[config.mk]
export PLATFORM = sky130hd
export DESIGN_NAME = cop_dispatch_ctrl_flat
export DESIGN_NICKNAME = d
export VERILOG_FILES = /design/src/rtl/cop_dispatch_ctrl_pkg.sv /design/src/rtl/cop_dispatch_ctrl_if.sv /design/src/rtl/cop_dispatch_ctrl_timeout_ctr.sv /design/src/rtl/cop_dispatch_ctrl.sv /design/src/flat_wrapper.sv
export SDC_FILE = /design/constraint.sdc
export NUM_CORES = 1
export LEC_CHECK = 0
export ABC_AREA = 0
export ABC_CLOCK_PERIOD_IN_PS = 4900
export BUFFER_PORTS_ARGS = -buffer_cell sky130_fd_sc_hd__buf_2
export CORE_ASPECT_RATIO = 0.9
export CORE_MARGIN = 1.5
export CORE_UTILIZATION = 49
export CTS_CLUSTER_SIZE = 40
export DETAILED_ROUTE_END_ITERATION = 10
export PLACE_DENSITY = 0.85
export SETUP_SLACK_MARGIN = 0.1
export SKIP_LAST_GASP = 1
export SYNTH_ARGS = -nofsm -noshare
export SYNTH_HDL_FRONTEND = slang
export SYNTH_SLANG_ARGS = --single-unit
export TNS_END_PERCENT = 50
[constraint.sdc]
create_clock -name clk -period 4.9 [get_ports clk]
set_input_delay 0.245 -clock clk [delete_from_list [all_inputs] [get_ports clk]]
set_output_delay 0.245 -clock clk [all_outputs]
set_load 0.01 [all_outputs]
[src/rtl/cop_dispatch_ctrl_pkg.sv]
// Shared types and constants for the coprocessor dispatch controller.
package cop_pkg;

   // Controller FSM states
   typedef enum logic [1:0] {
      ST_IDLE  = 2'd0,
      ST_ISSUE = 2'd1,
      ST_WAIT  = 2'd2,
      ST_WB    = 2'd3
   } cop_state_t;

   // RISC-V custom-0 major opcode
   localparam logic [6:0] OP_CUSTOM0 = 7'b0001011;

   // Unit indices, selected by funct3
   localparam int UNIT_GCD = 0;
   localparam int UNIT_LCM = 1;

   // Default number of WAIT cycles before an operation is aborted
   localparam int DEFAULT_TIMEOUT_CYCLES = 1024;

endpackage

[src/rtl/cop_dispatch_ctrl_if.sv]
// Bundle of the core-side and unit-side signals of the dispatch controller.
//
// Handshake semantics:
//   - Core side: a request is instr_valid & op==custom-0. While stall is high
//     the core holds the same instruction, PC and register file. The
//     instruction retires on the single cycle wb_valid is high (stall low
//     then); wb_data/err are valid in that cycle.
//   - Unit side: cop_start[u] is a one-cycle pulse with cop_a/cop_b valid and
//     held until the result is taken. The unit answers with a one-cycle
//     cop_done[u], with cop_result slice u valid in that same cycle.
interface cop_dispatch_ctrl_if #(
   parameter int XLEN      = 32,
   parameter int NUM_UNITS = 2
);

   logic                      instr_valid;
   logic [6:0]                op;
   logic [2:0]                funct3;
   logic [XLEN-1:0]           rs1_val;
   logic [XLEN-1:0]           rs2_val;
   logic [NUM_UNITS-1:0]      cop_start;
   logic [XLEN-1:0]           cop_a;
   logic [XLEN-1:0]           cop_b;
   logic [NUM_UNITS-1:0]      cop_done;
   logic [NUM_UNITS*XLEN-1:0] cop_result;
   logic                      stall;
   logic                      wb_valid;
   logic [XLEN-1:0]           wb_data;
   logic                      err;
   logic                      illegal;

   // Core and coprocessor units drive the requests and results
   modport master (
      output instr_valid, op, funct3, rs1_val, rs2_val, cop_done, cop_result,
      input  cop_start, cop_a, cop_b, stall, wb_valid, wb_data, err, illegal
   );

   // The dispatch controller
   modport slave (
      input  instr_valid, op, funct3, rs1_val, rs2_val, cop_done, cop_result,
      output cop_start, cop_a, cop_b, stall, wb_valid, wb_data, err, illegal
   );

endinterface

[src/rtl/cop_dispatch_ctrl_timeout_ctr.sv]
// Saturating WAIT-cycle counter. o_hit is high in the cycle whose count
// completes MAX_CYCLES enabled cycles since the last clear.
module cop_timeout_ctr #(
   parameter int MAX_CYCLES = 1024
) (
   input  logic clk,
   input  logic reset,
   input  logic i_clear,
   input  logic i_en,
   output logic o_hit
);

   localparam int             W       = $clog2(MAX_CYCLES + 1);
   localparam logic [W-1:0]   LP_MAX  = W'(MAX_CYCLES);
   localparam logic [W-1:0]   LP_LAST = W'(MAX_CYCLES - 1);

   logic [W-1:0] r_cnt;

   // Count enabled cycles, stop at MAX_CYCLES instead of wrapping
   always_ff @(posedge clk) begin
      if (reset || i_clear) begin
         r_cnt <= '0;
      end else if (i_en && (r_cnt != LP_MAX)) begin
         r_cnt <= r_cnt + 1'b1;
      end
   end

   // The current cycle is the MAX_CYCLES-th enabled one
   assign o_hit = (r_cnt >= LP_LAST);

endmodule

[src/rtl/cop_dispatch_ctrl.sv]
// Dispatch controller for custom-0 coprocessor instructions: decodes the
// request, starts the unit chosen by funct3, stalls the core until done or
// timeout, then presents one write-back beat.
module cop_dispatch_ctrl
   import cop_pkg::*;
#(
   parameter int              XLEN           = 32,
   parameter int              NUM_UNITS      = 2,
   parameter int              TIMEOUT_CYCLES = DEFAULT_TIMEOUT_CYCLES,
   parameter logic [XLEN-1:0] ERR_RESULT     = '1
) (
   input  logic                clk,
   input  logic                reset,
   cop_dispatch_ctrl_if.slave  bus,
   output cop_state_t          o_state
);

   cop_state_t           r_state;
   cop_state_t           w_state_nxt;

   logic [XLEN-1:0]      r_cop_a;
   logic [XLEN-1:0]      r_cop_b;
   logic [2:0]           r_sel;
   logic [NUM_UNITS-1:0] r_cop_start;
   logic                 r_wb_valid;
   logic [XLEN-1:0]      r_wb_data;
   logic                 r_err;
   logic                 r_illegal;

   logic                 w_req;
   logic                 w_legal;
   logic                 w_sel_done;
   logic [XLEN-1:0]      w_sel_result;
   logic                 w_to_hit;
   logic                 w_to_en;
   logic                 w_accept;
   logic                 w_capture;
   logic                 w_stall;
   logic [NUM_UNITS-1:0] w_start_nxt;
   logic                 w_wb_valid_nxt;
   logic                 w_illegal_nxt;
   logic [XLEN-1:0]      w_wb_data_nxt;
   logic                 w_err_nxt;

   assign w_req   = bus.instr_valid && (bus.op == OP_CUSTOM0);
   assign w_legal = (int'(bus.funct3) < NUM_UNITS);

   // Pick done/result of the latched unit; other units' done bits are ignored
   always_comb begin
      w_sel_done   = 1'b0;
      w_sel_result = '0;
      for (int u = 0; u < NUM_UNITS; u++) begin
         if (r_sel == 3'(u)) begin
            w_sel_done   = bus.cop_done[u];
            w_sel_result = bus.cop_result[u*XLEN +: XLEN];
         end
      end
   end

   // Optional WAIT timeout; absent entirely when TIMEOUT_CYCLES is zero
   generate
      if (TIMEOUT_CYCLES > 0) begin : g_timeout
         cop_timeout_ctr #(
            .MAX_CYCLES (TIMEOUT_CYCLES)
         ) u_timeout (
            .clk     (clk),
            .reset   (reset),
            .i_clear (w_accept),
            .i_en    (w_to_en),
            .o_hit   (w_to_hit)
         );
      end else begin : g_no_timeout
         assign w_to_hit = 1'b0;
      end
   endgenerate

   // State register
   always_ff @(posedge clk) begin
      if (reset) begin
         r_state <= ST_IDLE;
      end else begin
         r_state <= w_state_nxt;
      end
   end

   // Next-state logic; WB always returns to IDLE so the held request is ignored
   always_comb begin
      w_state_nxt = r_state;
      case (r_state)
         ST_IDLE:  if (w_req && w_legal) w_state_nxt = ST_ISSUE;
         ST_ISSUE: w_state_nxt = ST_WAIT;
         ST_WAIT:  if (w_sel_done || w_to_hit) w_state_nxt = ST_WB;
         ST_WB:    w_state_nxt = ST_IDLE;
         default:  w_state_nxt = ST_IDLE;
      endcase
   end

   // Output logic: combinational stall plus next values of registered outputs
   always_comb begin
      w_stall        = 1'b0;
      w_accept       = 1'b0;
      w_capture      = 1'b0;
      w_to_en        = 1'b0;
      w_start_nxt    = '0;
      w_wb_valid_nxt = 1'b0;
      w_illegal_nxt  = 1'b0;
      w_wb_data_nxt  = '0;
      w_err_nxt      = 1'b0;
      case (r_state)
         ST_IDLE: begin
            if (w_req) begin
               if (w_legal) begin
                  w_stall  = 1'b1;
                  w_accept = 1'b1;
                  for (int u = 0; u < NUM_UNITS; u++) begin
                     w_start_nxt[u] = (bus.funct3 == 3'(u));
                  end
               end else begin
                  w_illegal_nxt = 1'b1;
               end
            end
         end
         ST_ISSUE: begin
            w_stall = 1'b1;
         end
         ST_WAIT: begin
            w_stall = 1'b1;
            // A done arriving in the timeout cycle still delivers its result
            if (w_sel_done) begin
               w_capture      = 1'b1;
               w_wb_data_nxt  = w_sel_result;
               w_err_nxt      = 1'b0;
               w_wb_valid_nxt = 1'b1;
            end else if (w_to_hit) begin
               w_capture      = 1'b1;
               w_wb_data_nxt  = ERR_RESULT;
               w_err_nxt      = 1'b1;
               w_wb_valid_nxt = 1'b1;
            end else begin
               w_to_en = 1'b1;
            end
         end
         default: begin
            w_stall = 1'b0;
         end
      endcase
   end

   // Registered outputs and operand/select latches
   always_ff @(posedge clk) begin
      if (reset) begin
         r_cop_a     <= '0;
         r_cop_b     <= '0;
         r_sel       <= '0;
         r_cop_start <= '0;
         r_wb_valid  <= 1'b0;
         r_wb_data   <= '0;
         r_err       <= 1'b0;
         r_illegal   <= 1'b0;
      end else begin
         r_cop_start <= w_start_nxt;
         r_wb_valid  <= w_wb_valid_nxt;
         r_illegal   <= w_illegal_nxt;
         if (w_accept) begin
            r_cop_a <= bus.rs1_val;
            r_cop_b <= bus.rs2_val;
            r_sel   <= bus.funct3;
         end
         if (w_capture) begin
            r_wb_data <= w_wb_data_nxt;
            r_err     <= w_err_nxt;
         end
      end
   end

   assign bus.cop_start = r_cop_start;
   assign bus.cop_a     = r_cop_a;
   assign bus.cop_b     = r_cop_b;
   assign bus.stall     = w_stall;
   assign bus.wb_valid  = r_wb_valid;
   assign bus.wb_data   = r_wb_data;
   assign bus.err       = r_err;
   assign bus.illegal   = r_illegal;
   assign o_state       = r_state;

endmodule
[src/flat_wrapper.sv]
// flat-port wrapper written by rule: the top's interface ports become plain ports
module cop_dispatch_ctrl_flat import cop_pkg::*;
#(
   parameter int              XLEN           = 32,
   parameter int              NUM_UNITS      = 2,
   parameter int              TIMEOUT_CYCLES = DEFAULT_TIMEOUT_CYCLES,
   parameter logic [XLEN-1:0] ERR_RESULT     = '1
)
  (clk, reset, o_state, bus_instr_valid, bus_op, bus_funct3, bus_rs1_val, bus_rs2_val, bus_cop_done, bus_cop_result, bus_cop_start, bus_cop_a, bus_cop_b, bus_stall, bus_wb_valid, bus_wb_data, bus_err, bus_illegal);
  cop_dispatch_ctrl_if #(.XLEN(XLEN), .NUM_UNITS(NUM_UNITS)) bus_i ();
  input  logic clk;
  input  logic reset;
  output cop_state_t o_state;
  input wire logic [$bits(bus_i.instr_valid)-1:0] bus_instr_valid;
  input wire logic [$bits(bus_i.op)-1:0] bus_op;
  input wire logic [$bits(bus_i.funct3)-1:0] bus_funct3;
  input wire logic [$bits(bus_i.rs1_val)-1:0] bus_rs1_val;
  input wire logic [$bits(bus_i.rs2_val)-1:0] bus_rs2_val;
  input wire logic [$bits(bus_i.cop_done)-1:0] bus_cop_done;
  input wire logic [$bits(bus_i.cop_result)-1:0] bus_cop_result;
  output wire logic [$bits(bus_i.cop_start)-1:0] bus_cop_start;
  output wire logic [$bits(bus_i.cop_a)-1:0] bus_cop_a;
  output wire logic [$bits(bus_i.cop_b)-1:0] bus_cop_b;
  output wire logic [$bits(bus_i.stall)-1:0] bus_stall;
  output wire logic [$bits(bus_i.wb_valid)-1:0] bus_wb_valid;
  output wire logic [$bits(bus_i.wb_data)-1:0] bus_wb_data;
  output wire logic [$bits(bus_i.err)-1:0] bus_err;
  output wire logic [$bits(bus_i.illegal)-1:0] bus_illegal;
  assign bus_i.instr_valid = bus_instr_valid;
  assign bus_i.op = bus_op;
  assign bus_i.funct3 = bus_funct3;
  assign bus_i.rs1_val = bus_rs1_val;
  assign bus_i.rs2_val = bus_rs2_val;
  assign bus_i.cop_done = bus_cop_done;
  assign bus_i.cop_result = bus_cop_result;
  assign bus_cop_start = bus_i.cop_start;
  assign bus_cop_a = bus_i.cop_a;
  assign bus_cop_b = bus_i.cop_b;
  assign bus_stall = bus_i.stall;
  assign bus_wb_valid = bus_i.wb_valid;
  assign bus_wb_data = bus_i.wb_data;
  assign bus_err = bus_i.err;
  assign bus_illegal = bus_i.illegal;
  cop_dispatch_ctrl #(.XLEN(XLEN), .NUM_UNITS(NUM_UNITS), .TIMEOUT_CYCLES(TIMEOUT_CYCLES), .ERR_RESULT(ERR_RESULT)) u_core (.clk(clk), .reset(reset), .bus(bus_i), .o_state(o_state));
endmodule
==> results.yml <==
power_and_ir_drop:
  seqPwrFrac_pct: 40.1
  switchingPower_mw: 0.502
  power.share.clock_pct: 53.6
  p_leak_nw: 3.10
  vdd_drop_max_mv: 0.245
  p_per_area_mw_per_mm2: 327
  p_sw_share_pct: 21.1
  comb_power_share_pct: 6.3
  p_int_mw: 1.88
  total_power_mw: 2.38
timing:
  grt_setup_unrepaired: "no"
  min_period_over_period_pct: 66.7
  fin_setup_tns_ns: 0
  hold_viol: 0
  setup_viol: 0
  slew_headroom_pct: 16.7
  finalMaxSlewViolations: 0
  fmax_mhz: 306
  tightest_slew_ns: 1.25
  finalClockSkew_ns: 0.00926
  min_period_ns: 3.27
synthesis:
  synth_nets: 693
  syn_inst: 544
  synth.yosys.warnings: 0
  avgSynthCellArea_sq_um: 8.83
  synth_top_area_share_pct: 48.7
  ys_types: 39
  synthTopCellsByArea: "dfxtp_1, nand2_1, a221oi_2"
  synth_largest_area_cell: "dfxtp_1"
  synthesis.area_sq_mm: 0.00481
  yosys_register_bits: 117
  synthFlopType: "dfxtp_1"
  synth_edf_count: 0
  seq_area_frac_synth_pct: 48.7
  async_flop_share_pct: 0
global_routing:
  track_usage_pct: 30.1
  grt_max_degree: 66
  antenna_found_initial: 0
  grt_pass1_vias: 5196
  gr-total-overflow: 0
  grt_pass1_wl_um: 24700
outcome:
  run_status: "completed"
routing:
  drt_iter0_drc: 293
  drt_drc_violations_left: 0
  drtAntennaViolNets: 0
  vias: 5232
  avgRoutedWirePerCell_um: 16.4
  viasPerCell: 5.39
  routed_wirelength_um: 15900
  dr.pass1.iters: 6
die:
  core_sq_mm: 0.00961
  io-pin-count: 247
  start_util_pct: 50.0
  die_area_sq_mm: 0.0104
  die_h_um: 97.0
  rows: 34
  die_x_um: 107
worst_setup_path:
  worstSetupStartpointType: "flip-flop"
  critPathArrivalTime_ns: 3.02
  reg2reg_from: "u_core.o_state[1]"
  worst_ep_required_time_ns: 4.66
  worst_setup_path_end_kind: "output port"
  crit_type: "reg -> out"
  r2r_cells: 7
  crit_fanout: 40
  ff2ff_setup_slack_ns: 2.25
  r2r_end: "u_core.bus.cop_a[19]"
placement:
  placed_cell_area_sq_mm: 0.00605
  routabilityCongestion: 0.792
  portBuffers: 246
  post-dp-hpwl_um: 9250
layout:
  fillers: 602
  nets: 980
  layout-drive-gt1-share_pct: 38.0
  mostFrequentLayoutCells: "buf_2, nand2_1, dfxtp_1"
  diodes: 0
  layout_commonest_cell: "buf_2"
  synthToLayoutAreaGrowth_pct: 51.4
  final_cell_area_sq_mm: 0.00728
cts:
  cts_resized: 0
  cts_buffers: 17
  insertion_delay_ns: 0.50
  clock-root-buffer: "clkbuf_8"
  cts_hold_buffers: 60
  clkSinkCount: 117
  post_cts_buffers: 0
  cts.clk_slew.worst_paths_ns: 0.05
  cts_tree: "built"
  cts_buffer_depth: 2
  cts_max_level: 4
hold_path:
  hold_path_depth: 3
  hp-class: "in -> reg"
  worstHoldStart: "bus_rs2_val[5]"
  hold_path_end: "u_core.bus.cop_b[5]"
run:
  drv_cap: 0
[metal layers]
layer | track usage [%] | up-vias | wire, um
met5 | 0 | - | 0
met4 | 17.0 | 0 | 739
met3 | 8.96 | 70 | 1300
met2 | 52.9 | 306 | 7900
met1 | 31.6 | 2385 | 5990
li1 | - | 2471 | -
[cells by family (layout without fill, tap and decap cells)]
group / Yosys count / after routing / share of synthesized area [%]
buffers and inverters: 82 / 382 / 7.08
adders and majority gates: 6 / 6 / 1.56
muxes: 2 / 2 / 0.417
DFF: 117 / 117 / 48.7
and+or+nand+nor: 178 / 178 / 16.8
AOI/OAI and AO/OA: 159 / 159 / 25.4
[sequential cells by signal, indices dropped and copies added, names as in the netlist]
| name | cells |
|---|---|
| u_core.bus.cop_a | 32 |
| u_core.bus.err | 1 |
| u_core.r_sel | 3 |
| u_core.bus.cop_start | 2 |
| u_core.bus.illegal | 1 |
| u_core.bus.wb_data | 32 |
| u_core.bus.cop_b | 32 |
| u_core.o_state | 2 |
| u_core.bus.wb_valid | 1 |
| u_core.g_timeout.u_timeout.r_cnt | 11 |
[worst max-delay path by stage]
stage	startpoint	to	depth (start not counted)
4_1_cts	u_core.o_state[1]	bus_stall	8
3_5_place_dp	u_core.o_state[1]	bus_stall	8
6_report	u_core.o_state[1]	bus_stall	8
5_1_grt	u_core.o_state[1]	bus_stall	8
3_3_place_gp	u_core.o_state[0]	bus_stall	8
2_1_floorplan	u_core.o_state[0]	bus_stall	8
[metrics by stage]
stage	hold WS, ns	cells	setup slack, ns	utilization, %
finish	0.0138	970	1.63	75.7
global route	0.000449	970	1.44	75.7
CTS	0.00104	969	1.68	75.6
detailed placement	0.436	877	2.23	63.0
global placement	0.436	877	2.38	63.0
floorplan	0.324	544	2.98	-
[power groups by stage]
stage / Clock (mW) / Combinational, mW / Sequential [mW]
floorplan: 0 / 0.0392 / 0.975
global placement: 0 / 0.103 / 0.975
detailed placement: 0 / 0.105 / 0.975
CTS: 1.28 / 0.143 / 0.954
global route: 1.34 / 0.160 / 0.954
finish: 1.28 / 0.150 / 0.954
[cell usage after synthesis (all sizes together) (7+ instances only)]
| master | instances |
|---|---|
| a21oi | 75 |
| a221oi | 32 |
| a22oi | 32 |
| buf | 12 |
| clkbuf | 31 |
| dfxtp | 117 |
| inv | 39 |
| nand2 | 132 |
| nand3 | 8 |
| nor2 | 8 |
| o31ai | 7 |
[final cells by class]
class | instances | area, sq um | area share [%]
sequential | 117 | 2340 | 32.2
inverter | 39 | 146 | 2.01
timing repair buffer | 311 | 1870 | 25.8
clock buffer | 20 | 435 | 5.98
clock inverter | 12 | 178 | 2.44
multi-input combinational | 345 | 2140 | 29.5
tap | 126 | 158 | 2.17
[worst max-delay path, stage by stage (launching register included)]
cell     delay (ns)
dfxtp_1        0.35
inv_1          0.12
ha_1           0.25
nor3b_1        0.31
and3_2         0.72
buf_4          0.42
nor2_1         0.09
nor2_1         0.10
buf_2          0.14
No activity file was read; power rests on OpenSTA's default activity.
